## src/rtl/uart_ser_pkg.sv

```systemverilog
// Shared types and constants for the UART word serializer.
package uart_ser_pkg;

  localparam int CPB_MIN = 2;

  typedef enum logic [1:0] {
    NONE = 2'd0,
    EVEN = 2'd1,
    ODD  = 2'd2
  } parity_e;

  typedef enum logic [2:0] {
    IDLE,
    START,
    DATA,
    PARITY,
    STOP
  } ser_state_e;

  // The reserved encoding 3 falls back to no parity.
  function automatic parity_e decode_parity(input logic [1:0] mode);
    case (mode)
      2'd1:    return EVEN;
      2'd2:    return ODD;
      default: return NONE;
    endcase
  endfunction

endpackage

```

## src/rtl/uart_ser_fifo.sv

```systemverilog
// Synchronous word FIFO with occupancy output and same-cycle push/pop.
module uart_ser_fifo #(
  parameter int WORD_W = 32,
  parameter int DEPTH  = 4
) (
  input  logic                     clk_i,
  input  logic                     rst_i,
  input  logic                     push_i,
  input  logic [WORD_W-1:0]        wdata_i,
  input  logic                     pop_i,
  output logic [WORD_W-1:0]        rdata_o,
  output logic                     empty_o,
  output logic [$clog2(DEPTH):0]   level_o,
  output logic [$clog2(DEPTH):0]   level_nx_o
);

  localparam int PTR_W = $clog2(DEPTH);
  localparam int LVL_W = PTR_W + 1;

  logic [WORD_W-1:0] mem [DEPTH];
  logic [PTR_W-1:0]  wr_ptr_q;
  logic [PTR_W-1:0]  rd_ptr_q;
  logic [LVL_W-1:0]  level_q;
  logic              full;
  logic              wr_en;
  logic              rd_en;

  assign full    = (level_q == LVL_W'(DEPTH));
  assign empty_o = (level_q == '0);
  // A full FIFO still accepts a push when a pop frees a slot in the same cycle.
  assign wr_en   = push_i && (!full || pop_i);
  assign rd_en   = pop_i && !empty_o;
  assign rdata_o = mem[rd_ptr_q];
  assign level_o = level_q;

  always_comb begin
    level_nx_o = level_q;
    case ({wr_en, rd_en})
      2'b10:   level_nx_o = level_q + LVL_W'(1);
      2'b01:   level_nx_o = level_q - LVL_W'(1);
      default: level_nx_o = level_q;
    endcase
  end

  // NOTE: sequential state uses non-blocking assignments so every register
  // samples the pre-edge values, independent of block ordering.
  always_ff @(posedge clk_i) begin
    if (rst_i) begin
      wr_ptr_q <= '0;
      rd_ptr_q <= '0;
      level_q  <= '0;
    end else begin
      if (wr_en) wr_ptr_q <= wr_ptr_q + PTR_W'(1);
      if (rd_en) rd_ptr_q <= rd_ptr_q + PTR_W'(1);
      level_q <= level_nx_o;
    end
  end

  // NOTE: storage is deliberately not reset; pointers and level alone define
  // validity, so resetting the array would only cost flops and routing.
  always_ff @(posedge clk_i) begin
    if (wr_en) mem[wr_ptr_q] <= wdata_i;
  end

endmodule

```

## src/rtl/uart_word_serializer.sv

```systemverilog
// Buffers full-width words and transmits them LSB byte first as
// back-to-back UART frames with runtime bit period, parity and stop bits.
module uart_word_serializer
  import uart_ser_pkg::*;
#(
  parameter int WORD_W = 32,
  parameter int DEPTH  = 4,
  parameter int CPB_W  = 16
) (
  input  logic                   clk_i,
  input  logic                   rst_i,
  input  logic [CPB_W-1:0]       cfg_cpb_i,
  input  logic [1:0]             cfg_parity_i,
  input  logic                   cfg_stop2_i,
  input  logic                   in_valid_i,
  input  logic [WORD_W-1:0]      in_data_i,
  output logic                   in_ready_o,
  output logic                   tx_o,
  output logic                   txen_o,
  output logic                   busy_o,
  output logic [$clog2(DEPTH):0] fifo_level_o,
  output logic [31:0]            frame_cnt_o
);

  localparam int NBYTES = WORD_W / 8;
  localparam int LVL_W  = $clog2(DEPTH) + 1;
  localparam int BI_W   = (NBYTES > 1) ? $clog2(NBYTES) : 1;
  localparam logic [BI_W-1:0] LAST_BYTE = BI_W'(NBYTES - 1);

  ser_state_e        state_q, state_d;
  logic [CPB_W-1:0]  cnt_q, cnt_d;
  logic [2:0]        bit_q, bit_d;
  logic              stop_q, stop_d;
  logic [BI_W-1:0]   byte_q, byte_d;
  logic [WORD_W-1:0] shift_q, shift_d;
  logic [CPB_W-1:0]  cpb_q, cpb_d;
  parity_e           par_q, par_d;
  logic              stop2_q, stop2_d;
  logic              tx_q, tx_d;
  logic              txen_q, busy_q, ready_q;
  logic [31:0]       frame_cnt_q;

  logic              pop, frame_done, tick, push;
  logic [CPB_W-1:0]  cpb_in, reload;
  logic [WORD_W-1:0] fifo_rdata;
  logic              fifo_empty;
  logic [LVL_W-1:0]  fifo_level_nx;

  // Ready is forced low while reset is held; its registered value is 1 after reset.
  assign in_ready_o = ready_q && !rst_i;
  assign push       = in_valid_i && in_ready_o;
  assign tick       = (cnt_q == '0);
  assign reload     = cpb_q - CPB_W'(1);
  assign cpb_in     = (cfg_cpb_i < CPB_W'(CPB_MIN)) ? CPB_W'(CPB_MIN) : cfg_cpb_i;

  uart_ser_fifo #(
    .WORD_W (WORD_W),
    .DEPTH  (DEPTH)
  ) u_fifo (
    .clk_i      (clk_i),
    .rst_i      (rst_i),
    .push_i     (push),
    .wdata_i    (in_data_i),
    .pop_i      (pop),
    .rdata_o    (fifo_rdata),
    .empty_o    (fifo_empty),
    .level_o    (fifo_level_o),
    .level_nx_o (fifo_level_nx)
  );

  // NOTE: every signal driven here gets a default first, so no path through
  // the case can leave one unassigned and infer a latch.
  always_comb begin
    state_d    = state_q;
    cnt_d      = cnt_q - CPB_W'(1);
    bit_d      = bit_q;
    stop_d     = stop_q;
    byte_d     = byte_q;
    shift_d    = shift_q;
    cpb_d      = cpb_q;
    par_d      = par_q;
    stop2_d    = stop2_q;
    pop        = 1'b0;
    frame_done = 1'b0;

    case (state_q)
      IDLE: pop = !fifo_empty;
      START: if (tick) begin
        state_d = DATA;
        bit_d   = 3'd0;
        cnt_d   = reload;
      end
      DATA: if (tick) begin
        cnt_d = reload;
        if (bit_q == 3'd7) begin
          state_d = (par_q == NONE) ? STOP : PARITY;
          stop_d  = 1'b0;
        end else begin
          bit_d = bit_q + 3'd1;
        end
      end
      PARITY: if (tick) begin
        state_d = STOP;
        stop_d  = 1'b0;
        cnt_d   = reload;
      end
      STOP: if (tick) begin
        if (stop2_q && !stop_q) begin
          stop_d = 1'b1;
          cnt_d  = reload;
        end else begin
          frame_done = 1'b1;
          if (byte_q != LAST_BYTE) begin
            shift_d = shift_q >> 8;
            byte_d  = byte_q + BI_W'(1);
            state_d = START;
            cnt_d   = reload;
          end else if (!fifo_empty) begin
            pop = 1'b1;
          end else begin
            state_d = IDLE;
          end
        end
      end
      default: state_d = IDLE;
    endcase

    // Configuration is captured only when a word is popped, so it holds for the whole word.
    if (pop) begin
      state_d = START;
      shift_d = fifo_rdata;
      cpb_d   = cpb_in;
      par_d   = decode_parity(cfg_parity_i);
      stop2_d = cfg_stop2_i;
      byte_d  = '0;
      cnt_d   = cpb_in - CPB_W'(1);
    end

    case (state_d)
      START:   tx_d = 1'b0;
      DATA:    tx_d = shift_d[bit_d];
      PARITY:  tx_d = (^shift_d[7:0]) ^ (par_d == ODD);
      default: tx_d = 1'b1;
    endcase
  end

  always_ff @(posedge clk_i) begin
    if (rst_i) begin
      state_q     <= IDLE;
      cnt_q       <= '0;
      bit_q       <= '0;
      stop_q      <= 1'b0;
      byte_q      <= '0;
      shift_q     <= '0;
      cpb_q       <= CPB_W'(CPB_MIN);
      par_q       <= NONE;
      stop2_q     <= 1'b0;
      tx_q        <= 1'b1;
      txen_q      <= 1'b0;
      busy_q      <= 1'b0;
      ready_q     <= 1'b1;
      frame_cnt_q <= '0;
    end else begin
      state_q <= state_d;
      cnt_q   <= cnt_d;
      bit_q   <= bit_d;
      stop_q  <= stop_d;
      byte_q  <= byte_d;
      shift_q <= shift_d;
      cpb_q   <= cpb_d;
      par_q   <= par_d;
      stop2_q <= stop2_d;
      tx_q    <= tx_d;
      txen_q  <= (state_d != IDLE);
      busy_q  <= (state_d != IDLE) || (fifo_level_nx != '0);
      ready_q <= (fifo_level_nx != LVL_W'(DEPTH));
      if (frame_done) frame_cnt_q <= frame_cnt_q + 32'd1;
    end
  end

  assign tx_o        = tx_q;
  assign txen_o      = txen_q;
  assign busy_o      = busy_q;
  assign frame_cnt_o = frame_cnt_q;

endmodule
```

## config.mk

```make
export PLATFORM = sky130hd
export DESIGN_NAME = uart_word_serializer
export DESIGN_NICKNAME = d
export VERILOG_FILES = /design/src/rtl/uart_ser_pkg.sv /design/src/rtl/uart_ser_fifo.sv /design/src/rtl/uart_word_serializer.sv
export SDC_FILE = /design/constraint.sdc
export NUM_CORES = 1
export LEC_CHECK = 0
export ABC_CLOCK_PERIOD_IN_PS = 4900
export CORE_UTILIZATION = 40
export DETAILED_ROUTE_END_ITERATION = 8
export GPL_ROUTABILITY_DRIVEN = 0
export HOLD_SLACK_MARGIN = 0.15
export MAX_ROUTING_LAYER = met4
export PLACE_DENSITY_LB_ADDON = 0.15
export SLEW_MARGIN = 10
export SYNTH_ARGS = -nofsm -noshare
export SYNTH_HDL_FRONTEND = slang
export SYNTH_SLANG_ARGS = --single-unit
```

## constraint.sdc

```tcl
create_clock -name clk_i -period 4.9 [get_ports clk_i]
set_clock_uncertainty 0.05 [all_clocks]
set_input_delay 0.735 -clock clk_i [delete_from_list [all_inputs] [get_ports clk_i]]
set_output_delay 0.735 -clock clk_i [all_outputs]
set_load 0.01 [all_outputs]
```

==> metrics.txt <==
# TYPE chip_impl_metric gauge
chip_impl_info{name="run_status",value="completed"} 1
chip_impl_metric{name="stdcell_count",unit=""} 1403
chip_impl_metric{name="post-route-period-util",unit=""} 0.7774
chip_impl_info{name="synth_ff_type",value="sky130_fd_sc_hd__edfxtp_1"} 1
chip_impl_metric{name="vias",unit=""} 7265
chip_impl_metric{name="antenna-diode-count",unit=""} 0
chip_impl_metric{name="resized_cells_post_cts",unit=""} 0
chip_impl_metric{name="post_cts.repair.setup_buffers",unit=""} 0
chip_impl_metric{name="vias_in_the_first_global_route",unit=""} 7269
chip_impl_metric{name="cts_hold_buf",unit=""} 0
chip_impl_metric{name="postLayoutCoreUtil",unit=""} 0.4851
chip_impl_metric{name="worst_max_slew_margin_expressed_relative_to_the_limit",unit=""} 0.3421
chip_impl_metric{name="timing.critical_path.slowest_cell_delay",unit="ps"} 520
chip_impl_metric{name="pin_count_of_the_biggest_net_entering_global_routing",unit=""} 98
chip_impl_metric{name="dpl.cell_count",unit=""} 1352
chip_impl_metric{name="area_delta_synth_final",unit="%"} 19.41
chip_impl_info{name="tritoncts",value="yes"} 1
chip_impl_metric{name="cp.arrival",unit="ps"} 4170
chip_impl_metric{name="tightest_slew",unit="ps"} 986.8
chip_impl_metric{name="drive_above_1_share",unit=""} 0.09228
chip_impl_metric{name="drt_drc_violations_left",unit=""} 0
chip_impl_metric{name="cts-root-to-sink-buffers",unit=""} 3
chip_impl_metric{name="i_o_pin_count",unit=""} 93
chip_impl_metric{name="ys_ff_latch",unit=""} 249
chip_impl_metric{name="grt.total_usage",unit=""} 0.1759
chip_impl_metric{name="netlist-cell-type-count",unit=""} 51
chip_impl_info{name="timing.critical_path.mode_cell",value="sky130_fd_sc_hd__inv_1"} 1
chip_impl_metric{name="rr_worst_depth",unit=""} 15
chip_impl_info{name="top_signal_layer_used",value="met4"} 1
chip_impl_info{name="critical_path.endpoint_type",value="flip-flop"} 1
chip_impl_metric{name="drtIter0Drc",unit=""} 408
chip_impl_metric{name="seq_area_frac_synth",unit=""} 0.5756
chip_impl_info{name="critical_path_class",value="reg -> reg"} 1
chip_impl_metric{name="asyncSetResetFlopFracSynth",unit=""} 0
chip_impl_info{name="root_buffer",value="sky130_fd_sc_hd__clkbuf_16"} 1
chip_impl_info{name="layout.cells.most_common",value="sky130_fd_sc_hd__nand2_1"} 1
chip_impl_metric{name="synth-edff-count",unit=""} 128
chip_impl_metric{name="first_pass_grt_wire_length",unit="µm"} 38310
chip_impl_metric{name="routed-wl-met3",unit="µm"} 680
chip_impl_metric{name="timing.setup.tns",unit="ps"} 0
chip_impl_info{name="startpoint_type",value="flip-flop"} 1
chip_impl_metric{name="hold_fails_final_rpt",unit=""} 0
chip_impl_metric{name="post-dp-hpwl",unit="µm"} 14890
chip_impl_metric{name="clock_insertion_delay_worst_skew",unit="ps"} 550
chip_impl_metric{name="post_drt_wl_per_cell",unit="µm"} 16.54
chip_impl_info{name="most-common-layout-cells",value="sky130_fd_sc_hd__nand2_1, sky130_fd_sc_hd__edfxtp_1, sky130_fd_sc_hd__dfxtp_1"} 1
chip_impl_metric{name="start_util",unit=""} 0.4062
chip_impl_metric{name="antenna_violating_nets_left",unit=""} 0
chip_impl_metric{name="syn-num-nets",unit=""} 1024
chip_impl_metric{name="timing.critical_path.required",unit="ps"} 5260
chip_impl_metric{name="synthesis_warning_total",unit=""} 0
chip_impl_metric{name="finalSetupViolCount",unit=""} 0
chip_impl_metric{name="wl_met2",unit="µm"} 11350
chip_impl_info{name="crit_path_cell_trace",value="inv_1, ha_1, nor4b_4, nand4_4, o31a_2, a41oi_1, inv_1, ha_1, inv_1, fa_1, xor2_1, nor2_1, xnor2_1, nor2_1, or4_1"} 1
chip_impl_info{name="grt_setup_unrepaired",value="no"} 1
chip_impl_metric{name="syn-cell-area",unit="µm²"} 10890
chip_impl_metric{name="die_h",unit="µm"} 167.0
chip_impl_info{name="cpMaxStageDelayCell",value="sky130_fd_sc_hd__or4_1"} 1
chip_impl_metric{name="critical_path_maximum_fanout",unit=""} 8
chip_impl_metric{name="antenna_found_initial",unit=""} 0
chip_impl_metric{name="nets",unit=""} 1108
chip_impl_metric{name="die_span_x",unit="µm"} 167.0
chip_impl_metric{name="max-cap-violations",unit=""} 0
chip_impl_metric{name="placement_rows",unit=""} 60
chip_impl_metric{name="detail_route.vias_per_cell",unit=""} 5.178
chip_impl_metric{name="fp.coreArea",unit="µm²"} 26800
chip_impl_metric{name="holdPathStages",unit=""} 2
chip_impl_metric{name="drv_slew",unit=""} 0
chip_impl_metric{name="power_density",unit="nW/µm²"} 555.9
chip_impl_metric{name="static-leakage-power",unit="µW"} 0.004463
chip_impl_metric{name="power.ir.vdd_worst",unit="µV"} 349.8
chip_impl_metric{name="total_routed_length",unit="µm"} 23200
chip_impl_info{name="hp-class",value="reg -> reg"} 1
chip_impl_metric{name="power",unit="µW"} 7227
chip_impl_metric{name="cts.clk_slew.worst_paths",unit="ps"} 60
chip_impl_metric{name="h-tree-depth",unit=""} 1
chip_impl_metric{name="die-area",unit="µm²"} 27880
chip_impl_metric{name="syn_avg_cell_area",unit="µm²"} 11.38
chip_impl_metric{name="clock_sinks",unit=""} 249
chip_impl_metric{name="cts-buffers-inserted",unit=""} 28
chip_impl_metric{name="synthesis.instances",unit=""} 957
chip_impl_metric{name="wl_met1",unit="µm"} 10680
chip_impl_metric{name="period_minus_slack",unit="ps"} 3809
chip_impl_metric{name="max_clock_freq",unit="MHz"} 262.5
chip_impl_metric{name="numPortBuffers",unit=""} 92
chip_impl_metric{name="drt_pass1_iterations",unit=""} 5
chip_impl_metric{name="overflow",unit=""} 0
kinds of logic after synthesis:
kind of cell             synth area share
buffers and inverters             0.02436
AO/OA/AOI/OAI                     0.08080
flip-flops                         0.5756
AND/OR/NAND/NOR                    0.1687
multiplexers                      0.07447
XOR/XNOR                          0.06045
adder cells (fa/ha/maj)           0.01563
flip-flops by register name, summed over array words and instances (netlist names), 3 cells and up, named ones only:
name and flops:
cnt_q 16, shift_q 32, u_fifo.level_o 3, state_q 3
bit_q 3, frame_cnt_o 32, cpb_q 16, u_fifo.mem 128
cell usage after synthesis (4+ instances only):
master	instances	area (µm²)
sky130_fd_sc_hd__nand2_1	144	540.5
sky130_fd_sc_hd__nand3_1	26	130.1
sky130_fd_sc_hd__dfxtp_1	121	2422
sky130_fd_sc_hd__o21ai_0	18	90.09
sky130_fd_sc_hd__or3_1	19	118.9
sky130_fd_sc_hd__nor4_1	4	25.02
sky130_fd_sc_hd__o31ai_1	4	30.03
sky130_fd_sc_hd__nand3b_1	4	30.03
sky130_fd_sc_hd__and3_1	7	43.79
sky130_fd_sc_hd__ha_1	12	150.1
sky130_fd_sc_hd__nor2_1	95	356.6
sky130_fd_sc_hd__xor2_1	43	376.6
sky130_fd_sc_hd__and2_1	9	56.30
sky130_fd_sc_hd__a211oi_1	6	45.04
sky130_fd_sc_hd__o211ai_1	13	97.59
sky130_fd_sc_hd__edfxtp_1	128	3844
sky130_fd_sc_hd__a31oi_1	8	50.05
sky130_fd_sc_hd__mux4_2	32	720.7
sky130_fd_sc_hd__a21oi_1	61	305.3
sky130_fd_sc_hd__a311oi_1	18	157.7
sky130_fd_sc_hd__inv_1	14	52.55
sky130_fd_sc_hd__nor3_1	22	110.1
sky130_fd_sc_hd__mux2i_1	9	90.09
sky130_fd_sc_hd__clkbuf_1	41	153.9
sky130_fd_sc_hd__nor3b_1	4	30.03
sky130_fd_sc_hd__nand4_1	12	75.07
sky130_fd_sc_hd__nor2b_1	12	75.07
sky130_fd_sc_hd__xnor2_1	27	236.5
sky130_fd_sc_hd__buf_1	4	15.01
critical path: cells and delay by family (launching register included):
| family | cells | cell delay, ps |
|---|---|---|
| AND/OR/NAND/NOR | 5 | 1230 |
| buffers and inverters | 3 | 270 |
| XOR/XNOR | 2 | 310 |
| adder cells (fa/ha/maj) | 3 | 570 |
| flip-flops | 1 | 320 |
| AO/OA/AOI/OAI | 2 | 910 |
per-layer routing:
layer / GRT usage / up-vias
met5: - / -
met4: 0.04911 / 0
met3: 0.02353 / 35
met2: 0.2936 / 108
met1: 0.2240 / 3479
li1: - / 3643
report_power, final:
group / internal [µW] / switching [µW] / total (µW)
Combinational: 1110 / 1290 / 2400
Clock: 1170 / 817 / 1990
Sequential: 2540 / 294 / 2830
Total: 4830 / 2400 / 7230
worst paths after layout:
path                from     endpoint  slack (ps)
min          shift_q[28]  shift_q[28]         420
max reg2reg     cnt_q[0]       busy_o        1090
min reg2reg  shift_q[28]  shift_q[28]         420
max             cnt_q[0]       busy_o        1090
area by class of cell:
class | instances | area (µm²)
Inverter | 14 | 52.55
Fill cell | 2456 | 13800
Clock buffer | 37 | 744.5
Clock inverter | 14 | 140.1
Sequential cell | 249 | 6267
Timing Repair Buffer | 104 | 1008
Multi-Input combinational cell | 644 | 4360
Tap cell | 341 | 426.7
through the flow:
step / cell area (µm²) / hold slack (ps) / setup WS [ps]
floorplan: 10890 / 394.9 / 904.2
CTS: 13000 / 423.0 / 1075
global placement: 12120 / 409.0 / 1207
detailed placement: 12120 / 414.2 / 1095
global route: 13000 / 442.1 / 712.6
finish: 13000 / 422.1 / 1091
No activity file was read; power rests on OpenSTA's default activity.
